## src/rtl/instruction_fetch_control.sv

```systemverilog
// instruction_fetch_control: stage-1 fetch controller.
// Drives the word-aligned fetch address into a synchronous (1-cycle) instruction
// memory, pairs each returned word with its PC and hands it to decode through a
// valid/stall handshake. A one-entry hold register keeps a stalled instruction
// alive while the memory read behind it is discarded and re-issued later.
// Optional build macro: FETCH_PERF_COUNTERS_EN adds perf_fetched,
// perf_squashed and perf_stall_cycles counter outputs.
module instruction_fetch_control #(
  parameter logic [31:0] RESET_PC = 32'h0000_0000
) (
  input  logic        clock,
  input  logic        reset,
  input  logic        stall_in,
  input  logic        redirect_valid,
  input  logic [31:0] redirect_target,
  output logic [31:0] fetch_addr,
  input  logic [31:0] mem_instruction,
  output logic        out_valid,
  output logic [31:0] out_pc,
  output logic [31:0] out_instruction
`ifdef FETCH_PERF_COUNTERS_EN
  ,
  output logic [31:0] perf_fetched,
  output logic [31:0] perf_squashed,
  output logic [31:0] perf_stall_cycles
`endif
);

  localparam int unsigned WORD_W = 32;

  // RUN: no held entry; HOLD: hold register carries the decode-visible instruction.
  localparam logic [0:0] RUN  = 1'b0;
  localparam logic [0:0] HOLD = 1'b1;

  logic [0:0]        state_q, state_d;
  logic [WORD_W-1:0] fetch_addr_q, fetch_addr_d;
  logic              inflight_valid_q, inflight_valid_d;
  logic [WORD_W-1:0] inflight_pc_q, inflight_pc_d;
  logic [WORD_W-1:0] hold_pc_q, hold_pc_d;
  logic [WORD_W-1:0] hold_instr_q, hold_instr_d;
  logic              hold_valid;
  logic              unused_target_bits;

  // Low address bits of the redirect target are forced to zero and never read.
  assign unused_target_bits = ^redirect_target[1:0];

  assign hold_valid = (state_q == HOLD);

  // State registers.
  always_ff @(posedge clock or negedge reset) begin
    if (!reset) begin
      state_q          <= RUN;
      fetch_addr_q     <= RESET_PC;
      inflight_valid_q <= 1'b0;
      inflight_pc_q    <= '0;
      hold_pc_q        <= '0;
      hold_instr_q     <= '0;
    end else begin
      state_q          <= state_d;
      fetch_addr_q     <= fetch_addr_d;
      inflight_valid_q <= inflight_valid_d;
      inflight_pc_q    <= inflight_pc_d;
      hold_pc_q        <= hold_pc_d;
      hold_instr_q     <= hold_instr_d;
    end
  end

  // Next-state logic: redirect beats stall beats advance.
  always_comb begin
    state_d          = state_q;
    fetch_addr_d     = fetch_addr_q;
    inflight_valid_d = inflight_valid_q;
    inflight_pc_d    = inflight_pc_q;
    hold_pc_d        = hold_pc_q;
    hold_instr_d     = hold_instr_q;

    if (redirect_valid) begin
      fetch_addr_d     = {redirect_target[31:2], 2'b00};
      inflight_valid_d = 1'b0;
      state_d          = RUN;
    end else begin
      case (state_q)
        RUN: begin
          if (!stall_in) begin
            inflight_pc_d    = fetch_addr_q;
            inflight_valid_d = 1'b1;
            fetch_addr_d     = fetch_addr_q + WORD_W'(4);
          end else begin
            // Park the live instruction; the read behind it is dropped and
            // fetch_addr is held so that read is issued again on release.
            if (inflight_valid_q) begin
              hold_pc_d    = inflight_pc_q;
              hold_instr_d = mem_instruction;
              state_d      = HOLD;
            end
            inflight_valid_d = 1'b0;
          end
        end
        HOLD: begin
          if (!stall_in) begin
            inflight_pc_d    = fetch_addr_q;
            inflight_valid_d = 1'b1;
            fetch_addr_d     = fetch_addr_q + WORD_W'(4);
            state_d          = RUN;
          end
        end
        default: begin
          state_d          = RUN;
          inflight_valid_d = 1'b0;
        end
      endcase
    end
  end

  // Output select: hold entry in HOLD, memory pass-through in RUN.
  always_comb begin
    out_valid       = (hold_valid | inflight_valid_q) & ~redirect_valid;
    out_pc          = '0;
    out_instruction = hold_valid ? hold_instr_q : mem_instruction;
    if (out_valid) begin
      out_pc = hold_valid ? hold_pc_q : inflight_pc_q;
    end
  end

  assign fetch_addr = fetch_addr_q;

`ifdef FETCH_PERF_COUNTERS_EN
  logic [WORD_W-1:0] perf_fetched_q, perf_squashed_q, perf_stall_cycles_q;
  logic [WORD_W-1:0] squash_cnt;

  // In HOLD the in-flight slot is always empty, so at most one entry is squashed
  // per redirect, but both flags are summed to stay exact.
  assign squash_cnt = WORD_W'(inflight_valid_q) + WORD_W'(hold_valid);

  // Performance counters; free-running, wrap at 2^32.
  always_ff @(posedge clock or negedge reset) begin
    if (!reset) begin
      perf_fetched_q      <= '0;
      perf_squashed_q     <= '0;
      perf_stall_cycles_q <= '0;
    end else begin
      if (out_valid && !stall_in) begin
        perf_fetched_q <= perf_fetched_q + WORD_W'(1);
      end
      if (out_valid && stall_in) begin
        perf_stall_cycles_q <= perf_stall_cycles_q + WORD_W'(1);
      end
      if (redirect_valid) begin
        perf_squashed_q <= perf_squashed_q + squash_cnt;
      end
    end
  end

  assign perf_fetched      = perf_fetched_q;
  assign perf_squashed     = perf_squashed_q;
  assign perf_stall_cycles = perf_stall_cycles_q;
`endif

endmodule
```

## config.mk

```make
export PLATFORM = sky130hd
export DESIGN_NAME = instruction_fetch_control
export DESIGN_NICKNAME = d
export VERILOG_FILES = /design/src/rtl/instruction_fetch_control.sv
export SDC_FILE = /design/constraint.sdc
export NUM_CORES = 1
export LEC_CHECK = 0
export BUFFER_PORTS_ARGS = -buffer_cell sky130_fd_sc_hd__buf_2
export CAP_MARGIN = 20
export CORE_MARGIN = 8
export CORE_UTILIZATION = 36
export CTS_BUF_LIST = sky130_fd_sc_hd__clkbuf_4 sky130_fd_sc_hd__clkbuf_8
export CTS_CLUSTER_DIAMETER = 150
export DETAILED_ROUTE_END_ITERATION = 8
export SLEW_MARGIN = 20
export SYNTH_ARGS = -nofsm -noshare
export SYNTH_HDL_FRONTEND = slang
export SYNTH_SLANG_ARGS = --single-unit
```

## constraint.sdc

```tcl
create_clock -name clock -period 3 [get_ports clock]
set_clock_uncertainty 0.15 [all_clocks]
set_input_delay 0 -clock clock [delete_from_list [all_inputs] [get_ports clock]]
set_output_delay 0 -clock clock [all_outputs]
set_load 0.01 [all_outputs]
```

==> impl_metrics.prom <==
# TYPE chip_impl_metric gauge
chip_impl_metric{name="height_of_the_chip",unit="um"} 146.0
chip_impl_metric{name="cp_num_buf_inv",unit=""} 0
chip_impl_metric{name="clock_latency",unit="ps"} 430
chip_impl_metric{name="final_nets",unit=""} 823
chip_impl_metric{name="vdd.ir_drop.worst",unit="V"} 0.0002732
chip_impl_info{name="critPathKind",value="flop to flop"} 1
chip_impl_metric{name="power.density",unit="nW/um^2"} 549.6
chip_impl_metric{name="yosysWarningCount",unit=""} 0
chip_impl_info{name="outcome",value="finished clean"} 1
chip_impl_metric{name="detailedRoute.firstIterationViolations",unit=""} 234
chip_impl_metric{name="cp.arrival",unit="ps"} 2720
chip_impl_metric{name="preCtsSetupSlack",unit="ps"} 497.6
chip_impl_metric{name="largest_net_degree_at_the_start_of_global_routing",unit=""} 95
chip_impl_info{name="postSynth.topFlopCell",value="dfrtp_1"} 1
chip_impl_metric{name="syn_avg_cell_area",unit="um^2"} 11.88
chip_impl_info{name="worst_r2r_startpoint",value="fetch_addr[2]"} 1
chip_impl_info{name="cp-end-kind",value="flop"} 1
chip_impl_info{name="worst_path_dominant_cell_family",value="simple AND/OR/NAND/NOR gates"} 1
chip_impl_metric{name="path_clk_slew",unit="ps"} 80
chip_impl_metric{name="totalWireLength",unit="mm"} 16.93
chip_impl_metric{name="critical_path_peak_fanout",unit=""} 10
chip_impl_metric{name="vias_in_the_first_global_route",unit=""} 5394
chip_impl_info{name="most_common_library_cell_in_the_layout_ignoring_fill_and_taps",value="buf_2"} 1
chip_impl_metric{name="finalWeightedCongestion",unit=""} 0.8002
chip_impl_metric{name="clock_tree.htree_level_count",unit=""} 4
chip_impl_metric{name="largest_stage_delay_on_the_critical_path",unit="ps"} 580
chip_impl_metric{name="clock_sink_count",unit=""} 124
chip_impl_metric{name="worst_ep_required_time",unit="ps"} 3170
chip_impl_metric{name="io_buffer_count",unit=""} 158
chip_impl_info{name="r2r_end",value="fetch_addr[22]"} 1
chip_impl_metric{name="max_slew.worst_pin.slew",unit="ps"} 865.8
chip_impl_metric{name="placeableCoreArea",unit="um^2"} 16520
chip_impl_metric{name="effective_utilization_at_floorplan",unit=""} 0.3681
chip_impl_metric{name="final_critical_path_setup_slack",unit="ps"} 454.1
chip_impl_metric{name="synth_enable_flop_cells",unit=""} 0
chip_impl_info{name="crit_path_top_delay_cell",value="or3_1"} 1
chip_impl_metric{name="grt_first_pass_wirelength",unit="mm"} 28.04
chip_impl_metric{name="report.final.setup_viol",unit=""} 0
chip_impl_metric{name="period_share",unit=""} 0.8486
chip_impl_info{name="cts_tree",value="built"} 1
chip_impl_metric{name="post-synth-top-area-fraction",unit=""} 0.5101
chip_impl_info{name="clk_root_buffer_cell",value="clkbuf_8"} 1
chip_impl_metric{name="post_cts_resize_count",unit=""} 0
chip_impl_metric{name="area_growth",unit="%"} 37.78
chip_impl_metric{name="max-slew-margin-rel",unit=""} 0.4228
chip_impl_metric{name="power_leakage",unit="nW"} 3.654
chip_impl_metric{name="final_design_area_no_fill",unit="um^2"} 8382
chip_impl_info{name="mostFrequentLayoutCells",value="157 x buf_2, 123 x mux2_2, 123 x dfrtp_1"} 1
chip_impl_metric{name="report.final.slew_viol_count",unit=""} 0
chip_impl_metric{name="floorplan.die.width",unit="um"} 146.0
chip_impl_metric{name="period_needed",unit="ps"} 2546
chip_impl_metric{name="r2r.worst_path.cells",unit=""} 5
chip_impl_metric{name="dpl-instance-area",unit="um^2"} 7074
chip_impl_metric{name="cts_post_setup_buffers_inserted",unit=""} 0
chip_impl_metric{name="dr_total_vias",unit=""} 4947
chip_impl_metric{name="top_level_ports",unit=""} 165
chip_impl_metric{name="die_area",unit="um^2"} 21310
chip_impl_metric{name="route.detailed.wl_per_inst",unit="um"} 17.16
chip_impl_info{name="worst_setup_path_start_kind",value="flop"} 1
chip_impl_info{name="cp_cell_sequence",value="ha_1, nand4_1, or3_1, or4_4, o311ai_1"} 1
chip_impl_metric{name="postSynthCellCount",unit=""} 512
chip_impl_metric{name="clock_tree.buffer_depth",unit=""} 2
chip_impl_info{name="netlist_top_cells_area",value="dfrtp_1 51%, mux2_2 23%, mux2i_1 5.1%"} 1
chip_impl_metric{name="hpwl",unit="mm"} 11.54
chip_impl_metric{name="finalHoldViolations",unit=""} 0
chip_impl_metric{name="fraction_of_synthesis_flops_using_an_asynchronous_set_or_reset_pin",unit=""} 1.000
chip_impl_info{name="rsz0062_at_grt",value="no"} 1
chip_impl_metric{name="netlist-cell-type-count",unit=""} 39
chip_impl_metric{name="tritoncts.num_buffers",unit=""} 17
chip_impl_metric{name="drt_drc_violations_left",unit=""} 0
chip_impl_metric{name="number_of_antenna_violations_at_the_first_check_in_global_routing",unit=""} 0
chip_impl_metric{name="post_synthesis_register_bit_count",unit=""} 124
chip_impl_metric{name="gr-total-overflow",unit=""} 0
chip_impl_info{name="synth_area_leader_cell",value="dfrtp_1"} 1
chip_impl_metric{name="antenna_cells",unit=""} 0
chip_impl_info{name="holdCritPathClass",value="input pin to async pin"} 1
chip_impl_metric{name="ant_nets",unit=""} 0
chip_impl_metric{name="seq_area_frac_synth",unit=""} 0.5101
chip_impl_metric{name="grt.total_usage",unit=""} 0.1630
chip_impl_metric{name="drt-vias-per-instance",unit=""} 5.012
chip_impl_metric{name="drt_pass1_iterations",unit=""} 4
chip_impl_metric{name="achievable-frequency",unit="MHz"} 392.8
chip_impl_metric{name="drive_gt1_frac",unit=""} 0.4316
chip_impl_metric{name="floorplan.rows",unit=""} 47
chip_impl_metric{name="reg2reg_slack",unit="ps"} 450
chip_impl_metric{name="post_synth_instance_area",unit="um^2"} 6083
chip_impl_metric{name="maxCapViolations",unit=""} 0
chip_impl_metric{name="final.setup.tns",unit="ps"} 0
## what timing repair did
item / in CTS / in global routing
hold buffers: 93 / 0
endpoints found under the setup margin: 0 / 0
hold endpoints to repair: 157 / 0
## sequential cells by signal (all words and copies together) (netlist names)
register,flops
inflight_pc_q,30
inflight_valid_q,1
hold_instr_q,32
fetch_addr,30
hold_valid,1
hold_pc_q,30
## power by group
group | total [mW] | switching, mW | leakage, nW | internal (mW)
registers | 2.28 | 0.253 | 1.48 | 2.03
logic | 0.928 | 0.379 | 1.96 | 0.549
clock network | 1.39 | 0.633 | 0.206 | 0.761
## cells by family after synthesis
kind of cell               share of synthesized area
adders and majority gates                   0.002056
other                                      0.0006164
muxes                                         0.2787
DFF                                           0.5101
AOI/OAI and AO/OA                            0.05286
buffers and inverters                        0.03270
and+or+nand+nor                               0.1057
xor gates and xnor gates                     0.01728
## synth_stat cells, types with 2 or more instances
cell type  count
nor4_1         3
dfrtp_1      124
o311ai_0       4
buf_4          4
o31ai_1       11
o311ai_1       2
nor2_1        45
nand2_1       29
and4_1         3
xnor2_1        9
inv_1          7
a31oi_1       11
nor3_1         3
buf_1          9
o21ai_0       14
or4_1         13
mux2_2       123
mux2i_1       31
xor2_1         3
buf_2          8
clkbuf_1      17
nand3_1        8
nand4_1        9
o211ai_1       5
or3_1          3
## layout make-up
type                       instances  area (um^2)
fill                            1471         8143
clock buffer                      24        311.5
sequential                       124         3107
inverter                           7        26.28
timing repair buffer             259         1788
tap                              220        275.3
multi-input combinational        345         2809
clock inverter                     8        65.06
## worst max-delay path by stage
stage / from / endpoint / slack (ps) / depth (start not counted)
final: fetch_addr[2] / fetch_addr[22] / 450 / 5
after global routing: fetch_addr[2] / fetch_addr[16] / 250 / 6
after CTS: fetch_addr[2] / fetch_addr[22] / 480 / 5
after detailed placement: fetch_addr[2] / fetch_addr[22] / 500 / 5
after global placement: fetch_addr[2] / fetch_addr[22] / 500 / 5
after floorplan: fetch_addr[2] / fetch_addr[22] / 710 / 6
## worst register-to-register path: cells and delay by family, from the launching register on
| family | cells | cell delay (ps) |
|---|---|---|
| fa+ha+maj | 1 | 270 |
| flops | 1 | 510 |
| compound gates | 1 | 240 |
| simple gates | 3 | 1280 |
## routing by layer
layer | vias up | track usage | part of all wire
met3 | 14 | 0.04260 | 0.057
met2 | 142 | 0.2758 | 0.50
met4 | 0 | 0.06595 | 0.012
met5 | - | 0 | 0
met1 | 2456 | 0.1935 | 0.43
li1 | 2335 | - | -
## through the flow
step / std cells / utilization / hold WS, ps / power [mW]
floorplan: 515 / - / -445.6 / 2.807
global placement: 862 / 0.4281 / -3.571 / 3.100
detailed placement: 862 / 0.4281 / 8.333 / 3.153
CTS: 987 / 0.5072 / 96.95 / 4.669
global route: 987 / 0.5072 / 117.6 / 4.889
finish: 987 / 0.5072 / 51.18 / 4.606
No activity file was read; power rests on OpenSTA's default activity.
